**config.mk**
```make
export PLATFORM = sky130hd
export DESIGN_NAME = acl_spi_responder
export DESIGN_NICKNAME = d
export VERILOG_FILES = /design/src/rtl/acl_spi_responder.sv
export SDC_FILE = /design/constraint.sdc
export NUM_CORES = 1
export LEC_CHECK = 0
export CAP_MARGIN = 20
export CORE_MARGIN = 4
export CORE_UTILIZATION = 52
export DETAILED_ROUTE_END_ITERATION = 6
export HOLD_SLACK_MARGIN = 0.02
export PLACE_DENSITY = 0.73
export SLEW_MARGIN = 20
export SYNTH_ARGS = -nofsm -noshare
export SYNTH_HDL_FRONTEND = slang
export SYNTH_SLANG_ARGS = --single-unit
```
**constraint.sdc**
```tcl
create_clock -name i_clk -period 2.5 [get_ports i_clk]
set_input_delay 0.625 -clock i_clk [delete_from_list [all_inputs] [get_ports i_clk]]
set_output_delay 0.625 -clock i_clk [all_outputs]
set_load 0.02 [all_outputs]
```
**src/rtl/acl_spi_responder.sv**
```systemverilog
// acl_spi_responder: oversampled SPI-slave emulation of the ADXL362 register interface.
// Every SPI pin is synchronised into i_clk; SCLK and CSN edges are detected in the
// i_clk domain, so the master must hold SCLK high and low for at least 8 i_clk cycles.
// Transfers are command byte (0x0A write, 0x0B read), address byte, then any number of
// data bytes with an auto-incrementing 8-bit pointer. All reads in one CS frame use one
// snapshot of the tilt sample.
module acl_spi_responder #(
    parameter logic [7:0] DEVID_AD    = 8'hAD,
    parameter logic [7:0] DEVID_MST   = 8'h1D,
    parameter logic [7:0] PART_ID     = 8'hF2,
    parameter int         SYNC_STAGES = 2
) (
    input  logic        i_clk,
    input  logic        i_rst_n,
    input  logic        i_sclk,
    input  logic        i_mosi,
    input  logic        i_csn,
    output logic        o_miso,
    input  logic [11:0] i_accel_x,
    input  logic [11:0] i_accel_y,
    input  logic [11:0] i_accel_z,
    input  logic        i_sample_valid,
    output logic [7:0]  o_power_ctl,
    output logic        o_measuring,
    output logic        o_wr_strobe,
    output logic [7:0]  o_wr_addr,
    output logic [7:0]  o_wr_data
);
    localparam logic [7:0] CMD_WRITE    = 8'h0A;
    localparam logic [7:0] CMD_READ     = 8'h0B;
    localparam logic [7:0] FILTER_RST   = 8'h13;
    localparam logic [7:0] SOFT_RST_KEY = 8'h52;

    typedef enum logic [2:0] {S_IDLE, S_CMD, S_ADDR, S_DATA, S_IGNORE} state_t;

    // The extra top flop of SCLK/CSN keeps the previous synchronised value for edge detection.
    logic [SYNC_STAGES:0]   r_sclk_sync;
    logic [SYNC_STAGES:0]   r_csn_sync;
    logic [SYNC_STAGES-1:0] r_mosi_sync;

    logic [11:0] r_live_x, r_live_y, r_live_z;
    logic [11:0] r_snap_x, r_snap_y, r_snap_z;

    state_t      r_state;
    logic [2:0]  r_bit_cnt;
    logic [6:0]  r_shift;
    logic [7:0]  r_ptr;
    logic        r_is_read;
    logic [7:0]  r_tx_shift;
    logic        r_miso;
    logic        r_wr_strobe;
    logic [7:0]  r_wr_addr;
    logic [7:0]  r_wr_data;
    logic [7:0]  r_filter_ctl;
    logic [7:0]  r_power_ctl;
    logic        r_data_ready;
    logic        r_soft_rst_pend;   // 0x52 written to SOFT_RESET during this frame
    logic        r_status_rd;       // STATUS was loaded for the master during this frame

    logic        w_sclk_rise, w_sclk_fall, w_csn_rise, w_csn_fall, w_mosi, w_byte_done;
    logic [7:0]  w_shift_next, w_ptr_inc, w_rd_addr, w_rd_data;

    // Upper byte of a 12-bit two's-complement sample, sign-extended to 8 bits.
    function automatic logic [7:0] f_hi(input logic [11:0] s);
        return {{4{s[11]}}, s[11:8]};
    endfunction

    // Synchronise the asynchronous SPI pins into i_clk.
    always_ff @(posedge i_clk or negedge i_rst_n) begin
        if (!i_rst_n) begin
            r_sclk_sync <= '0;
            r_csn_sync  <= '1;
            r_mosi_sync <= '0;
        end else begin
            r_sclk_sync <= {r_sclk_sync[SYNC_STAGES-1:0], i_sclk};
            r_csn_sync  <= {r_csn_sync[SYNC_STAGES-1:0], i_csn};
            r_mosi_sync <= {r_mosi_sync[SYNC_STAGES-2:0], i_mosi};
        end
    end

    assign w_sclk_rise  = r_sclk_sync[SYNC_STAGES-1] & ~r_sclk_sync[SYNC_STAGES];
    assign w_sclk_fall  = ~r_sclk_sync[SYNC_STAGES-1] & r_sclk_sync[SYNC_STAGES];
    assign w_csn_rise   = r_csn_sync[SYNC_STAGES-1] & ~r_csn_sync[SYNC_STAGES];
    assign w_csn_fall   = ~r_csn_sync[SYNC_STAGES-1] & r_csn_sync[SYNC_STAGES];
    assign w_mosi       = r_mosi_sync[SYNC_STAGES-1];
    assign w_shift_next = {r_shift, w_mosi};
    assign w_byte_done  = w_sclk_rise && (r_bit_cnt == 3'd7);
    assign w_ptr_inc    = r_ptr + 8'd1;
    // The address byte selects the first read byte; afterwards the next byte is prefetched at ptr+1.
    assign w_rd_addr    = (r_state == S_ADDR) ? w_shift_next : w_ptr_inc;

    // Live sample registers follow the strobe; the snapshot is frozen for the whole CS frame.
    always_ff @(posedge i_clk or negedge i_rst_n) begin
        if (!i_rst_n) begin
            r_live_x <= '0; r_live_y <= '0; r_live_z <= '0;
            r_snap_x <= '0; r_snap_y <= '0; r_snap_z <= '0;
        end else begin
            if (i_sample_valid) begin
                r_live_x <= i_accel_x; r_live_y <= i_accel_y; r_live_z <= i_accel_z;
            end
            if (w_csn_fall) begin
                r_snap_x <= i_sample_valid ? i_accel_x : r_live_x;
                r_snap_y <= i_sample_valid ? i_accel_y : r_live_y;
                r_snap_z <= i_sample_valid ? i_accel_z : r_live_z;
            end
        end
    end

    // Register read mux; unmapped addresses read as zero.
    always_comb begin
        w_rd_data = 8'h00;
        case (w_rd_addr)
            8'h00:   w_rd_data = DEVID_AD;
            8'h01:   w_rd_data = DEVID_MST;
            8'h02:   w_rd_data = PART_ID;
            8'h03:   w_rd_data = 8'h02;
            8'h08:   w_rd_data = r_snap_x[11:4];
            8'h09:   w_rd_data = r_snap_y[11:4];
            8'h0A:   w_rd_data = r_snap_z[11:4];
            8'h0B:   w_rd_data = {7'b0, r_data_ready};
            8'h0E:   w_rd_data = r_snap_x[7:0];
            8'h0F:   w_rd_data = f_hi(r_snap_x);
            8'h10:   w_rd_data = r_snap_y[7:0];
            8'h11:   w_rd_data = f_hi(r_snap_y);
            8'h12:   w_rd_data = r_snap_z[7:0];
            8'h13:   w_rd_data = f_hi(r_snap_z);
            8'h2C:   w_rd_data = r_filter_ctl;
            8'h2D:   w_rd_data = r_power_ctl;
            default: w_rd_data = 8'h00;
        endcase
    end

    // Transfer FSM: byte assembly, command decode, register writes and MISO shifting.
    always_ff @(posedge i_clk or negedge i_rst_n) begin
        if (!i_rst_n) begin
            r_state         <= S_IDLE;
            r_bit_cnt       <= '0;
            r_shift         <= '0;
            r_ptr           <= '0;
            r_is_read       <= 1'b0;
            r_tx_shift      <= '0;
            r_miso          <= 1'b0;
            r_wr_strobe     <= 1'b0;
            r_wr_addr       <= '0;
            r_wr_data       <= '0;
            r_filter_ctl    <= FILTER_RST;
            r_power_ctl     <= '0;
            r_data_ready    <= 1'b0;
            r_soft_rst_pend <= 1'b0;
            r_status_rd     <= 1'b0;
        end else begin
            r_wr_strobe <= 1'b0;
            if (w_csn_rise) begin
                // Frame end: a partial byte is dropped, pending soft reset takes effect.
                r_state         <= S_IDLE;
                r_bit_cnt       <= '0;
                r_miso          <= 1'b0;
                r_soft_rst_pend <= 1'b0;
                r_status_rd     <= 1'b0;
                if (r_soft_rst_pend) begin
                    r_filter_ctl <= FILTER_RST;
                    r_power_ctl  <= '0;
                end
            end else if (w_csn_fall) begin
                r_state   <= S_CMD;
                r_bit_cnt <= '0;
                r_miso    <= 1'b0;
            end else if (r_state != S_IDLE && w_sclk_rise) begin
                r_shift   <= w_shift_next[6:0];
                r_bit_cnt <= r_bit_cnt + 3'd1;
                if (w_byte_done) begin
                    case (r_state)
                        S_CMD: begin
                            r_is_read <= (w_shift_next == CMD_READ);
                            if (w_shift_next == CMD_WRITE || w_shift_next == CMD_READ)
                                r_state <= S_ADDR;
                            else
                                r_state <= S_IGNORE;
                        end
                        S_ADDR: begin
                            r_ptr   <= w_shift_next;
                            r_state <= S_DATA;
                            if (r_is_read) begin
                                r_tx_shift <= w_rd_data;
                                r_miso     <= w_rd_data[7];
                                if (w_rd_addr == 8'h0B) r_status_rd <= 1'b1;
                            end
                        end
                        S_DATA: begin
                            r_ptr <= w_ptr_inc;
                            if (r_is_read) begin
                                r_tx_shift <= w_rd_data;
                                r_miso     <= w_rd_data[7];
                                if (w_rd_addr == 8'h0B) r_status_rd <= 1'b1;
                            end else begin
                                r_wr_strobe <= 1'b1;
                                r_wr_addr   <= r_ptr;
                                r_wr_data   <= w_shift_next;
                                if (r_ptr == 8'h2C) r_filter_ctl <= w_shift_next;
                                if (r_ptr == 8'h2D) r_power_ctl <= w_shift_next;
                                if (r_ptr == 8'h1F && w_shift_next == SOFT_RST_KEY)
                                    r_soft_rst_pend <= 1'b1;
                            end
                        end
                        default: ;
                    endcase
                end
            end else if (r_state == S_DATA && r_is_read && w_sclk_fall && r_bit_cnt != 3'd0) begin
                // No shift on the fall after the 8th bit: the reload already presented the next MSB.
                r_tx_shift <= {r_tx_shift[6:0], 1'b0};
                r_miso     <= r_tx_shift[6];
            end
            // A new sample outranks the end-of-frame clear.
            if (i_sample_valid)
                r_data_ready <= 1'b1;
            else if (w_csn_rise && (r_status_rd || r_soft_rst_pend))
                r_data_ready <= 1'b0;
        end
    end

    assign o_miso      = r_miso;
    assign o_power_ctl = r_power_ctl;
    assign o_measuring = (r_power_ctl[1:0] == 2'b10);
    assign o_wr_strobe = r_wr_strobe;
    assign o_wr_addr   = r_wr_addr;
    assign o_wr_data   = r_wr_data;

endmodule

```
==> results.md <==
- Outcome: complete, but fails checks
- Violated checks: design-rule violations
- R2r endpoint: r_tx_shift[3]
- Chip width: 126 um
- Final HPWL DP: approximately 16000 um
- Tot Pwr: approximately 0.0062 W
- YS warnings: 0
- Worst clock skew: 0.00905 ns
- Placer Congestion: 0.957
- Min setup slack post-route: ~0.0096 ns
- Number of setup violations in the final report: 0
- Total track usage: 27.1%
- Synth Cell Area: 7230 um2
- Met1 usage: 32.6%
- CP Capture Type: register
- DR iter-0 viols: 521
- Worst Path Max Fanout: 7
- Relative slew margins: 59.4%
- Post-route cell area: 9590 um2
- Worst reg-to-reg path cell count: 12
- Drt pass-1 iters: 7
- FP Rows: 42
- Post-Syn Area per Cell: 10.4 um2
- GR Util met2: 47.0%
- Residual DRC: 2
- Vias: 6059
- Starting Density: 53.8%
- Tightest Pin Transition: 0.609 ns
- Clock Latency Late Sink: 0.43 ns
- Clock sink total: roughly 150
- Die area: 15900 um2
- Gr ovfl total: 0
- Peak supply drop: 496 uV
- Post-synthesis net count: between 700 and 800
- Cell variety after synth: 84
- Sequential element share of the synthesized area: 50.6%
- CP peak stage delay: roughly 0.42 ns
- Unrepaired setup endpoints after global routing: yes
- Yosys reg bits: approximately 150
- Most frequent cell on the critical path: buf_4
- Total Nets Final: 898
- Startpoint type of the worst setup path: register
- Synth area leaders: dfrtp_1 (48%), mux2_2 (11%), nor2_1 (7.3%)
- Remaining antenna violation count after routing: 0
- Area leader, netlist: dfrtp_1
- Cell breakdown of the critical path: ha_1 -> buf_4 -> nand3_2 -> xnor2_2 -> buf_4 -> o21a_1 -> nand2_1 -> buf_4 -> a21oi_1 -> nor4_2 -> buf_4 -> a21oi_2
- CTS tree: yes
- Port Buf Inserts: around 70
- # hold bufs at CTS: 0
- Final hold vios: 0
- Req. time, crit path: 2.86 ns
- CTS Root Cell: clkbuf_16
- Antenna violations before repair: 0
- Wire per inst: around 20 um
- Clk buf depth: 2
- Max_cap viols: 0
- Syn Inst Count: 697
- Fin. max-slew vios: 0
- Vias in the first global route: 6181
- Height of the die: 126 um
- Reg2reg start: r_ptr[0]
- Fraction of layout cells with a size suffix above 1: 32.5%
- Tmin final: 2.49 ns
- H-Tree Depth: 4
- Worst EP arrival: 2.85 ns
- Setup CP Type: register to register
- Placed cell area: 8680 um2
- Post-synth ARST share: 100%
- Reg2reg setup slack: 0.01 ns
- Layout Cells excl Fill: 1037
- Number of flops mapped to enable cells by yosys: 0
- Core area: 13500 um2
- Leakage power: a little over 4 nW
- Maximum number of pins on one net before global-route repair: 61
- Fmax: between 400 and 500 MHz
- Met3 usage: around 4.5%
- Number of diodes: 0
- Primary FF master, synth: dfrtp_1
- Total wire length: ~21000 um
- Slowest CP cell: dfrtp_1
- TritonCTS buffer count: 17
- Syn-to-layout area delta: 32.7%
- Most Crowded Layer GR: met2
- Clock-pin slew on the worst setup and hold paths: 0.06 ns
- DP Worst Slack: -0.0980 ns
- Number of I/O pins: 69
- Post-synth top area share: 48.4%
- Type of the most critical hold path: input port to async pin
- First-pass GRT wire length: 33500 um
- Placed cells: 988
- Final period util: 99.6%
- Vias per cell: 5.84
- Cell Pwr Density: 650 nW/um2
sequential cells by signal, summed over array words and instances, names as in the netlist, 12 cells and up:
name	flops
r_snap_z	12
r_live_x	12
r_snap_x	12
r_snap_y	12
r_live_z	12
r_live_y	12
worst max-delay path: cells and delay by family, from the launching register on:
kind	cells	cell delay, ns
and+or+nand+nor	3	0.36
xor gates and xnor gates	1	0.28
adders and majority gates	1	0.19
AOI/OAI and AO/OA	3	0.51
DFF	1	0.42
buffers and inverters	4	0.66
cell usage after synthesis (3+ instances only):
cell type and n:
nor2b_1 12, buf_4 3, a221oi_1 3, nand4_1 5, buf_1 3, xnor2_1 4, a222oi_1 9, nand2_1 49
nor2_1 140, a21oi_1 21, o21ai_1 4, ha_1 8, a22oi_1 14, clkbuf_1 23, and3_1 5, dfrtp_1 140
buf_2 11, mux2i_1 4, o22ai_1 6, a21oi_2 3, inv_1 14, nor4_1 6, dfstp_2 6, nor3_1 7
o21ai_0 31, buf_6 4, mux2_2 70, nand3_1 17
worst max path at each step:
| stage | from | end | slack [ns] |
|---|---|---|---|
| 3_5_place_dp | r_state[2] | r_tx_shift[3] | -0.1 |
| 5_1_grt | r_state[2] | r_tx_shift[4] | -0.06 |
| 2_1_floorplan | r_ptr[1] | o_miso | 0.03 |
| 4_1_cts | r_ptr[0] | r_tx_shift[4] | 0.006 |
| 3_3_place_gp | r_state[1] | r_tx_shift[3] | -0.07 |
| 6_report | r_ptr[0] | r_tx_shift[3] | 0.01 |
layout make-up:
| type | instances | area (um2) |
|---|---|---|
| clock buffers | 21 | 450 |
| clock inverters | 11 | 81.3 |
| fillers | 992 | 3860 |
| inverters | 14 | 52.6 |
| multi-input cells | 494 | 3560 |
| flip-flops and latches | 146 | 3660 |
| well taps | 176 | 220 |
| repair buffers | 175 | 1570 |
layout by cell type, fill, tap and decap left out, drive strengths merged, types with 12 or more instances in the layout:
cell type and count:
a22oi 14, inv 16, clkbuf 21, nor2b 12
a21oi 24, o21ai 38, buf 108, clkdlybuf4s50 67
mux2 70, nand2 50, nand3 19, nor2 142
dfrtp 140
metrics by stage:
stage	utilization [%]	TNS, ns	hold slack, ns
after floorplan	-	0	0.329
after global placement	64.6	-0.152	0.334
after detailed placement	64.6	-0.348	0.336
after CTS	69.7	0	0.197
after global routing	71.3	-0.349	0.222
final	71.3	0	0.180
logic make-up (layout without fill, tap and decap cells):
family	after synthesis	count (layout)	synth area share (%)
DFF	146	146	50.6
xor gates and xnor gates	6	6	0.727
muxes	74	74	11.5
AOI/OAI and AO/OA	135	136	14.2
adders and majority gates	8	8	1.38
and+or+nand+nor	270	270	17.9
buffers and inverters	58	221	3.77
power by group:
group	switching (W)	internal [W]	total, W
Sequential	0.000281	0.00259	0.00287
Combinational	0.000560	0.000511	0.00107
Clock	0.00100	0.00129	0.00229
routing by layer:
metal / share of wire [%] / up-vias
met5: 0 / -
met4: 3.7 / 0
met3: 4.2 / 54
met2: 52 / 200
met1: 40 / 3019
li1: - / 2786
what timing repair did:
item / in CTS / in global routing
resized for setup: 14 / 32
pin swaps: 8 / 16
cloned: 1 / 0
setup buffers: 9 / 7
setup endpoints to repair: 9 / 10
(Power assumes the default switching activity.)
